==> src/rtl/mips_div_pkg.sv <==
// Shared DIV/DIVU sequencer types: state encoding, iteration count and operand magnitude helper.
// Also used by the EXE HI/LO mux and the hazard unit.
package mips_div_pkg;

    localparam int DIV_ITER = 32;
    localparam int STATE_W  = 2;
    localparam int CNT_W    = $clog2(DIV_ITER);

    typedef enum logic [STATE_W-1:0] {
        IDLE    = 2'd0,
        DIVZERO = 2'd1,
        ON      = 2'd2,
        END     = 2'd3
    } div_state_t;

    // 0x80000000 negates to itself, which is already the correct unsigned magnitude.
    function automatic logic [31:0] div_mag(input logic [31:0] v, input logic sgn);
        return (sgn && v[31]) ? (~v + 32'd1) : v;
    endfunction

endpackage

==> src/rtl/div_ctrl_if.sv <==
// EXE <-> divide sequencer request/result bundle; master is the EXE stage, slave is div_ctrl.
interface div_ctrl_if;
    import mips_div_pkg::*;

    logic        div_start;
    logic        div_signed;
    logic        div_annul;
    logic [31:0] div_opa;
    logic [31:0] div_opb;
    logic        div_ready;
    logic [63:0] div_result;
    logic        stall_req;

    modport master (
        output div_start, div_signed, div_annul, div_opa, div_opb,
        input  div_ready, div_result, stall_req
    );

    modport slave (
        input  div_start, div_signed, div_annul, div_opa, div_opb,
        output div_ready, div_result, stall_req
    );

endinterface

==> src/rtl/div_ctrl.sv <==
// Radix-2 restoring DIV/DIVU sequencer returning {HI=remainder, LO=quotient}.
// Latency: result in cycle DIV_ITER+1 after accept (cycle 2 on divide-by-zero).
// Backpressure: stall_req freezes the front pipeline while busy; result held while div_start stays high.
module div_ctrl
    import mips_div_pkg::*;
(
    input  logic      clk,
    input  logic      rst,
    div_ctrl_if.slave bus
);

    div_state_t        state, state_nxt;
    logic [CNT_W-1:0]  cnt;
    logic [64:0]       work;
    logic [31:0]       opb_mag;
    logic              neg_quot;
    logic              neg_rem;
    logic [63:0]       res_q;

    logic              accept;
    logic              last_iter;
    logic [65:0]       shifted;
    logic [33:0]       diff;
    logic [64:0]       work_step;
    logic [31:0]       quot_fix;
    logic [31:0]       rem_fix;

    assign accept    = (state == IDLE) && bus.div_start && !bus.div_annul;
    assign last_iter = (cnt == CNT_W'(DIV_ITER - 1));

    // One iteration: shift left, trial-subtract the divisor from the upper half.
    assign shifted   = {work, 1'b0};
    assign diff      = shifted[65:32] - {2'b00, opb_mag};
    assign work_step = diff[33] ? shifted[64:0] : {diff[32:0], shifted[31:1], 1'b1};

    assign quot_fix  = neg_quot ? (~work_step[31:0] + 32'd1)  : work_step[31:0];
    assign rem_fix   = neg_rem  ? (~work_step[63:32] + 32'd1) : work_step[63:32];

    always_ff @(posedge clk or posedge rst) begin
        if (rst) begin
            state <= IDLE;
        end else begin
            state <= state_nxt;
        end
    end

    always_comb begin
        state_nxt = state;
        case (state)
            IDLE: begin
                if (accept) begin
                    state_nxt = (bus.div_opb == 32'd0) ? DIVZERO : ON;
                end
            end
            DIVZERO: state_nxt = bus.div_annul ? IDLE : END;
            // Annul takes priority over the final iteration.
            ON: begin
                if (bus.div_annul) begin
                    state_nxt = IDLE;
                end else if (last_iter) begin
                    state_nxt = END;
                end
            end
            END: begin
                if (!bus.div_start) begin
                    state_nxt = IDLE;
                end
            end
            default: state_nxt = IDLE;
        endcase
    end

    always_ff @(posedge clk or posedge rst) begin
        if (rst) begin
            cnt      <= '0;
            work     <= '0;
            opb_mag  <= '0;
            neg_quot <= 1'b0;
            neg_rem  <= 1'b0;
            res_q    <= '0;
        end else begin
            if (accept) begin
                cnt      <= '0;
                work     <= {33'b0, div_mag(bus.div_opa, bus.div_signed)};
                opb_mag  <= div_mag(bus.div_opb, bus.div_signed);
                neg_quot <= bus.div_signed && (bus.div_opa[31] ^ bus.div_opb[31]);
                neg_rem  <= bus.div_signed && bus.div_opa[31];
            end else if (state == ON) begin
                work <= work_step;
                cnt  <= cnt + CNT_W'(1);
            end

            if (state != END && state_nxt == END) begin
                res_q <= (state == ON) ? {rem_fix, quot_fix} : 64'h0;
            end
        end
    end

    always_comb begin
        bus.div_ready  = (state == END);
        bus.div_result = (state == END) ? res_q : 64'h0;
        bus.stall_req  = accept || (state == DIVZERO) || (state == ON);
    end

endmodule

==> src/flat_wrapper.sv <==
// flat-port wrapper written by rule: the top's interface ports become plain ports
module div_ctrl_flat import mips_div_pkg::*;
  (clk, rst, bus_div_start, bus_div_signed, bus_div_annul, bus_div_opa, bus_div_opb, bus_div_ready, bus_div_result, bus_stall_req);
  div_ctrl_if bus_i ();
  input  logic clk;
  input  logic rst;
  input wire logic [$bits(bus_i.div_start)-1:0] bus_div_start;
  input wire logic [$bits(bus_i.div_signed)-1:0] bus_div_signed;
  input wire logic [$bits(bus_i.div_annul)-1:0] bus_div_annul;
  input wire logic [$bits(bus_i.div_opa)-1:0] bus_div_opa;
  input wire logic [$bits(bus_i.div_opb)-1:0] bus_div_opb;
  output wire logic [$bits(bus_i.div_ready)-1:0] bus_div_ready;
  output wire logic [$bits(bus_i.div_result)-1:0] bus_div_result;
  output wire logic [$bits(bus_i.stall_req)-1:0] bus_stall_req;
  assign bus_i.div_start = bus_div_start;
  assign bus_i.div_signed = bus_div_signed;
  assign bus_i.div_annul = bus_div_annul;
  assign bus_i.div_opa = bus_div_opa;
  assign bus_i.div_opb = bus_div_opb;
  assign bus_div_ready = bus_i.div_ready;
  assign bus_div_result = bus_i.div_result;
  assign bus_stall_req = bus_i.stall_req;
  div_ctrl u_core (.clk(clk), .rst(rst), .bus(bus_i));
endmodule
==> config.mk <==
export PLATFORM = sky130hd
export DESIGN_NAME = div_ctrl_flat
export DESIGN_NICKNAME = d
export VERILOG_FILES = /design/src/rtl/mips_div_pkg.sv /design/src/rtl/div_ctrl_if.sv /design/src/rtl/div_ctrl.sv /design/src/flat_wrapper.sv
export SDC_FILE = /design/constraint.sdc
export NUM_CORES = 1
export LEC_CHECK = 0
export ABC_AREA = 1
export CAP_MARGIN = 20
export CORE_ASPECT_RATIO = 0.6
export CORE_MARGIN = 2
export CORE_UTILIZATION = 39
export DETAILED_ROUTE_END_ITERATION = 10
export MAX_ROUTING_LAYER = met4
export PLACE_DENSITY = 0.56
export SYNTH_ARGS = -nofsm -noshare
export SYNTH_HDL_FRONTEND = slang
export SYNTH_SLANG_ARGS = --single-unit
==> constraint.sdc <==
create_clock -name clk -period 8.11 [get_ports clk]
set_input_delay 1.622 -clock clk [delete_from_list [all_inputs] [get_ports clk]]
set_output_delay 1.622 -clock clk [all_outputs]
set_load 0.01 [all_outputs]
== Word-level counts from Yosys, hierarchy flattened ==
Index checks and enable logic that the tools add are counted.
Operators by class
  $add $sub $neg: 6
  reduce and logical (&&, ||, !) cells: 12
  equality and inequality tests: 6
  bitwise operators: 5
  multiplexer cells: 18
Operators by type and width (number)
  two-way mux 65 bit: 3
  adder 32 x 1 -> 32 bit, second input constant: 4
  two-way mux 32 bit: 4
  two-way mux 64 bit: 2
  NOT 32 bit: 4
  subtractor 34 x 32 -> 34 bit: 1
  logical NOT 32 bit: 1
  two-way mux 2 bit: 6
  two-way mux 5 bit: 2
  case mux 2 bit (4 select lines): 1
  equality test 2 bit, second input constant: 3
  logical AND 1 bit: 6
  adder 5 x 1 -> 5 bit, second input constant: 1
  equality test 5 bit, second input constant: 1
  equality test 2 x 1 -> 1 bit, second input constant: 1
  logical NOT 2 bit: 1
  logical OR 1 bit: 2
  inequality test 2 bit, second input constant: 1
  nonzero test 2 bit: 1
  logical NOT 1 bit: 1
  bitwise XOR 1 bit: 1
Storage, ports and cells
  logic and storage cells: 54
  register bits after elaboration: 170
  input port bits: 69

== Depth between registers and ports, before layout ==
  depth after elaboration: 7
  gate-level depth with buffers: 33
  mapped depth without buffers: 31

== Worst setup path before layout ==
No wires, ideal clock.
  kind: input port to output port
  start point: in bus_div_start
  end point: out bus_stall_req
  path slack: 3838 ps
  stages on the path: 7
  path buffers: 1
  arrival: 2650 ps
  path through: inv_1 -> nor2_1 -> nand2_1 -> inv_1 -> nor2_1 -> clkbuf_1 -> nand2_1
On the way
  word-level cells in the longest chain between the ends: 4
Ends and longest elaborated chain
  start: declaration: line flat_wrapper.sv:7  | input wire logic [$bits(bus_i.div_start)-1:0] bus_div_start;
  logical AND 1 bit (2 in series): line div_ctrl.sv:28  | assign accept = (state == IDLE) && bus.div_start && !bus.div_annul;
  logical OR 1 bit (2 in series): line div_ctrl.sv:102  | bus.stall_req = accept || (state == DIVZERO) || (state == ON);
  end: declaration: line flat_wrapper.sv:14  | output wire logic [$bits(bus_i.stall_req)-1:0] bus_stall_req;
No other way between the ends.

== Worst setup path after layout ==
  start point: reg u_core.work[61]
  end point: reg u_core.res_q[30]
On the way
  word-level cells in the longest chain between the ends: 6
Ends and longest elaborated chain
  start: declaration: line div_ctrl.sv:14  | logic [64:0] work;
  start signal: assignment: line div_ctrl.sv:84  | work <= {33'b0, div_mag(bus.div_opa, bus.div_signed)};
  start signal: assignment: line div_ctrl.sv:89  | work <= work_step;
  subtractor 34 x 32 -> 34 bit: line div_ctrl.sv:33  | assign diff = shifted[65:32] - {2'b00, opb_mag};
  two-way mux 65 bit: line div_ctrl.sv:34  | assign work_step = diff[33] ? shifted[64:0] : {diff[32:0], shifted[31:1], 1'b1};
  NOT 32 bit: line div_ctrl.sv:36  | assign quot_fix = neg_quot ? (~work_step[31:0] + 32'd1) : work_step[31:0];
  adder 32 x 1 -> 32 bit: line div_ctrl.sv:36
  two-way mux 32 bit: line div_ctrl.sv:36
  two-way mux 64 bit: line div_ctrl.sv:94  | res_q <= (state == ON) ? {rem_fix, quot_fix} : 64'h0;
  end signal: assignment: line div_ctrl.sv:94
  end: declaration: line div_ctrl.sv:18  | logic [63:0] res_q;
No other way between the ends.
A chain may end at the register's enable or synchronous reset.

==> results.cfg <==
[status]
outcome = finished, final reports clean

[worst_setup_path]
cp_common_cell = nand2_1
cp_cell_sequence = ha_1, a21o_1, a21oi_1, nand2_1, a21oi_4, nand3_2, nand2_4, ha_1, inv_1, nor3_2, nand2_1, nor3_2, nand2_1, nor3_2, nand3_1, nor2_1, nand3_1, nor2_1, nand3_1, nand2_1, o21ai_1, xor2_1, o21ai_1
required_ns = 8.43
path_max_fanout = 35
max_stage_delay_ns = 0.59
critical_path_arrival_ns = 5.60
regToRegSetupSlack_ns = 2.83
end_kind = flop
worstSetupPathType = reg2reg
cp_slowest_cell = nand2_4
start_kind = flop

[floorplan]
dieHeight_um = 147
core.rowCount = 52
die_w_um = 243
num_io_pins = 135
core_um2 = 33800
die-area_um2 = 35800
start_util_pct = 39.6

[detailed_routing]
drc = 0
drt-initial-drc-count = 1561
wl_per_cell_um = 19.7
vias = 14200
viasPerCell = 5.36
drtPass1Iterations = 5
routed_wl_um = 52200
ant_nets = 0

[timing]
worst_slew_margin_rel_pct = 38.2
tightest_slew_ns = 0.925
fin_skew_ns = 0.0138
tns_ns = 0
finalSetupViolations = 0
drv_slew = 0
finalHoldViolCount = 0
period_share_pct = 65.1
finalCriticalPeriod_ns = 5.28
timing.fmax_mhz = 189
rsz0062_at_grt = false

[finish]
nets = 2278
antenna_cells = 0
drive_gt1_share_pct = 5.31
area_growth_pct = 16.8

[synthesis]
ys_warn_count = 0
synthFlopType = dfrtp_1
synth_nets = 2184
netlist_instances = 2076
avgSynthCellArea_um2 = 6.44
ys_async_sr_fraction_pct = 100
yosysSeqAreaShare_pct = 31.8
synth.distinct_cells = 51
ys_seq_elements = 170
synthesis.area_um2 = 13400
synth-edff-count = 0

[clock_tree]
cts_hold_buffers = 0
post_cts_buffers = 0
cts_max_level = 4
cts.path.max_buffers = 2
cts_tree = done
cts_buffers = 17
cts_resized = 0
clk-insertion-delay-late_ns = 0.46
cts-root-buf = clkbuf_16
path_clk_slew_ns = 0.07
cts_sinks = 170

[global_routing]
track_usage_pct = 30.4
grt_max_degree = 72
antenna_found_initial = 2
grt_pass1_wl_um = 80000
gr-total-overflow = 0
grt_pass1_vias = 12800

[placement]
dpl.hpwl_um = 40700
routabilityCongestion = 0.987
io_buffers = 134

[min_path]
hold_class = reg2reg

[flow_run]
maxCapViolations = 0
## state kept, by name, indices dropped and copies added (netlist names)
name             cells
u_core.work         65
u_core.state         2
u_core.neg_rem       1
u_core.res_q        64
u_core.cnt           5
u_core.opb_mag      32
u_core.neg_quot      1
## cell usage after synthesis (2+ instances only)
cell type	instances	area share [%]
xor2_1	37	2.4
nor4_1	3	0.14
nand3_2	3	0.22
or2_2	5	0.23
nor2_1	230	6.5
nor2_2	11	0.51
o22ai_1	51	2.4
a21oi_1	59	2.2
buf_6	3	0.25
a21oi_2	4	0.26
inv_1	307	8.6
nand3b_1	14	0.79
o21bai_1	7	0.39
o21ai_0	116	4.3
o21a_1	3	0.17
o21ai_4	2	0.24
a31oi_1	3	0.14
a21o_1	2	0.11
buf_1	9	0.25
nor3_1	31	1.2
xnor2_1	13	0.85
buf_4	2	0.11
o221ai_1	29	1.9
a22o_1	2	0.13
clkbuf_1	52	1.5
nand2_2	21	0.98
nand4_1	30	1.4
o32ai_1	3	0.20
nand2_4	10	0.84
o21ai_1	12	0.45
ha_1	38	3.6
nand2_1	594	17
inv_2	2	0.056
nor2_4	2	0.17
dfrtp_1	170	32
buf_2	6	0.22
nand3_1	171	6.4
o211ai_1	4	0.22
nor3_2	3	0.22
## cells in the final DEF (no fill, tap or decap), types with 3 or more instances in the layout
master / instances
o21ai_1: 12
a21oi_1: 59
o32ai_1: 3
nor2_2: 11
clkbuf_16: 17
o21a_1: 3
o211ai_1: 4
a21oi_2: 4
o221ai_1: 29
nor2_1: 230
clkbuf_1: 3
xnor2_1: 13
nor3_2: 3
nand3b_1: 14
a31oi_1: 3
inv_6: 4
nand4_1: 30
o22ai_1: 51
ha_1: 38
buf_4: 15
clkinvlp_4: 3
nand3_2: 3
nor3_1: 31
nand2_1: 592
nand2_2: 23
or2_2: 5
clkdlybuf4s50_1: 134
nand3_1: 171
nand2_4: 10
o21ai_0: 116
dfrtp_1: 170
o21bai_1: 7
xor2_1: 37
inv_1: 304
inv_2: 4
## per-layer routing
layer  wire length [µm]  track usage (%)  vias up
li1                   -                -     6887
met1              28800             50.6     6685
met2              18500             35.9      549
met3               4530             6.68       30
met4                367             4.42        0
met5                  0                -        -
## final cells by class
class / instances / area (µm²)
fill: 3508 / 18100
sequential: 170 / 4250
tap: 459 / 574
timing repair buffer: 149 / 1450
inverter: 310 / 1170
clock buffer: 22 / 464
clock inverter: 10 / 82.6
multi-input combinational: 1522 / 7630
## kinds of logic after synthesis
| group | Yosys count | synth area share, % |
|---|---|---|
| simple gates | 1130 | 36.4 |
| buf+inv | 384 | 11.3 |
| compound gates | 303 | 13.6 |
| flops | 170 | 31.8 |
| xor+xnor | 50 | 3.27 |
| fa+ha+maj | 39 | 3.70 |
## path summary, 6_finish.rpt
path / from / endpoint / depth (start not counted)
setup / recovery: u_core.work[61] / u_core.res_q[30] / 23
hold / removal: u_core.cnt[3] / u_core.cnt[3] / 1
setup reg to reg: u_core.work[61] / u_core.res_q[30] / 23
hold reg to reg: u_core.cnt[3] / u_core.cnt[3] / 1
max in group asynchronous: rst / u_core.res_q[44] / 3
min in group asynchronous: rst / u_core.opb_mag[29] / 2
## per-stage QoR
step / setup WS (ns) / utilization [%] / hold slack (ns) / instances / area [µm²]
after CTS: 2.97 / 46.3 / 0.472 / 2642 / 15600
final: 2.83 / 46.3 / 0.471 / 2642 / 15600
after detailed placement: 2.98 / 44.7 / 0.457 / 2610 / 15100
after global routing: 2.46 / 46.3 / 0.514 / 2642 / 15600
after floorplan: 1.88 / - / 0.434 / 2076 / 13400
after global placement: 3.04 / 44.7 / 0.464 / 2610 / 15100
## critical path, delay by kind of cell (launching register included)
family	cells	cell delay [ns]
simple gates	14	2.99
compound gates	5	0.88
fa+ha+maj	2	0.62
flops	1	0.40
xor+xnor	1	0.17
buf+inv	1	0.07
Power is left out: the tool's default activity adds up to more than one toggle a clock period on the data nets, which glitch-free logic cannot reach.
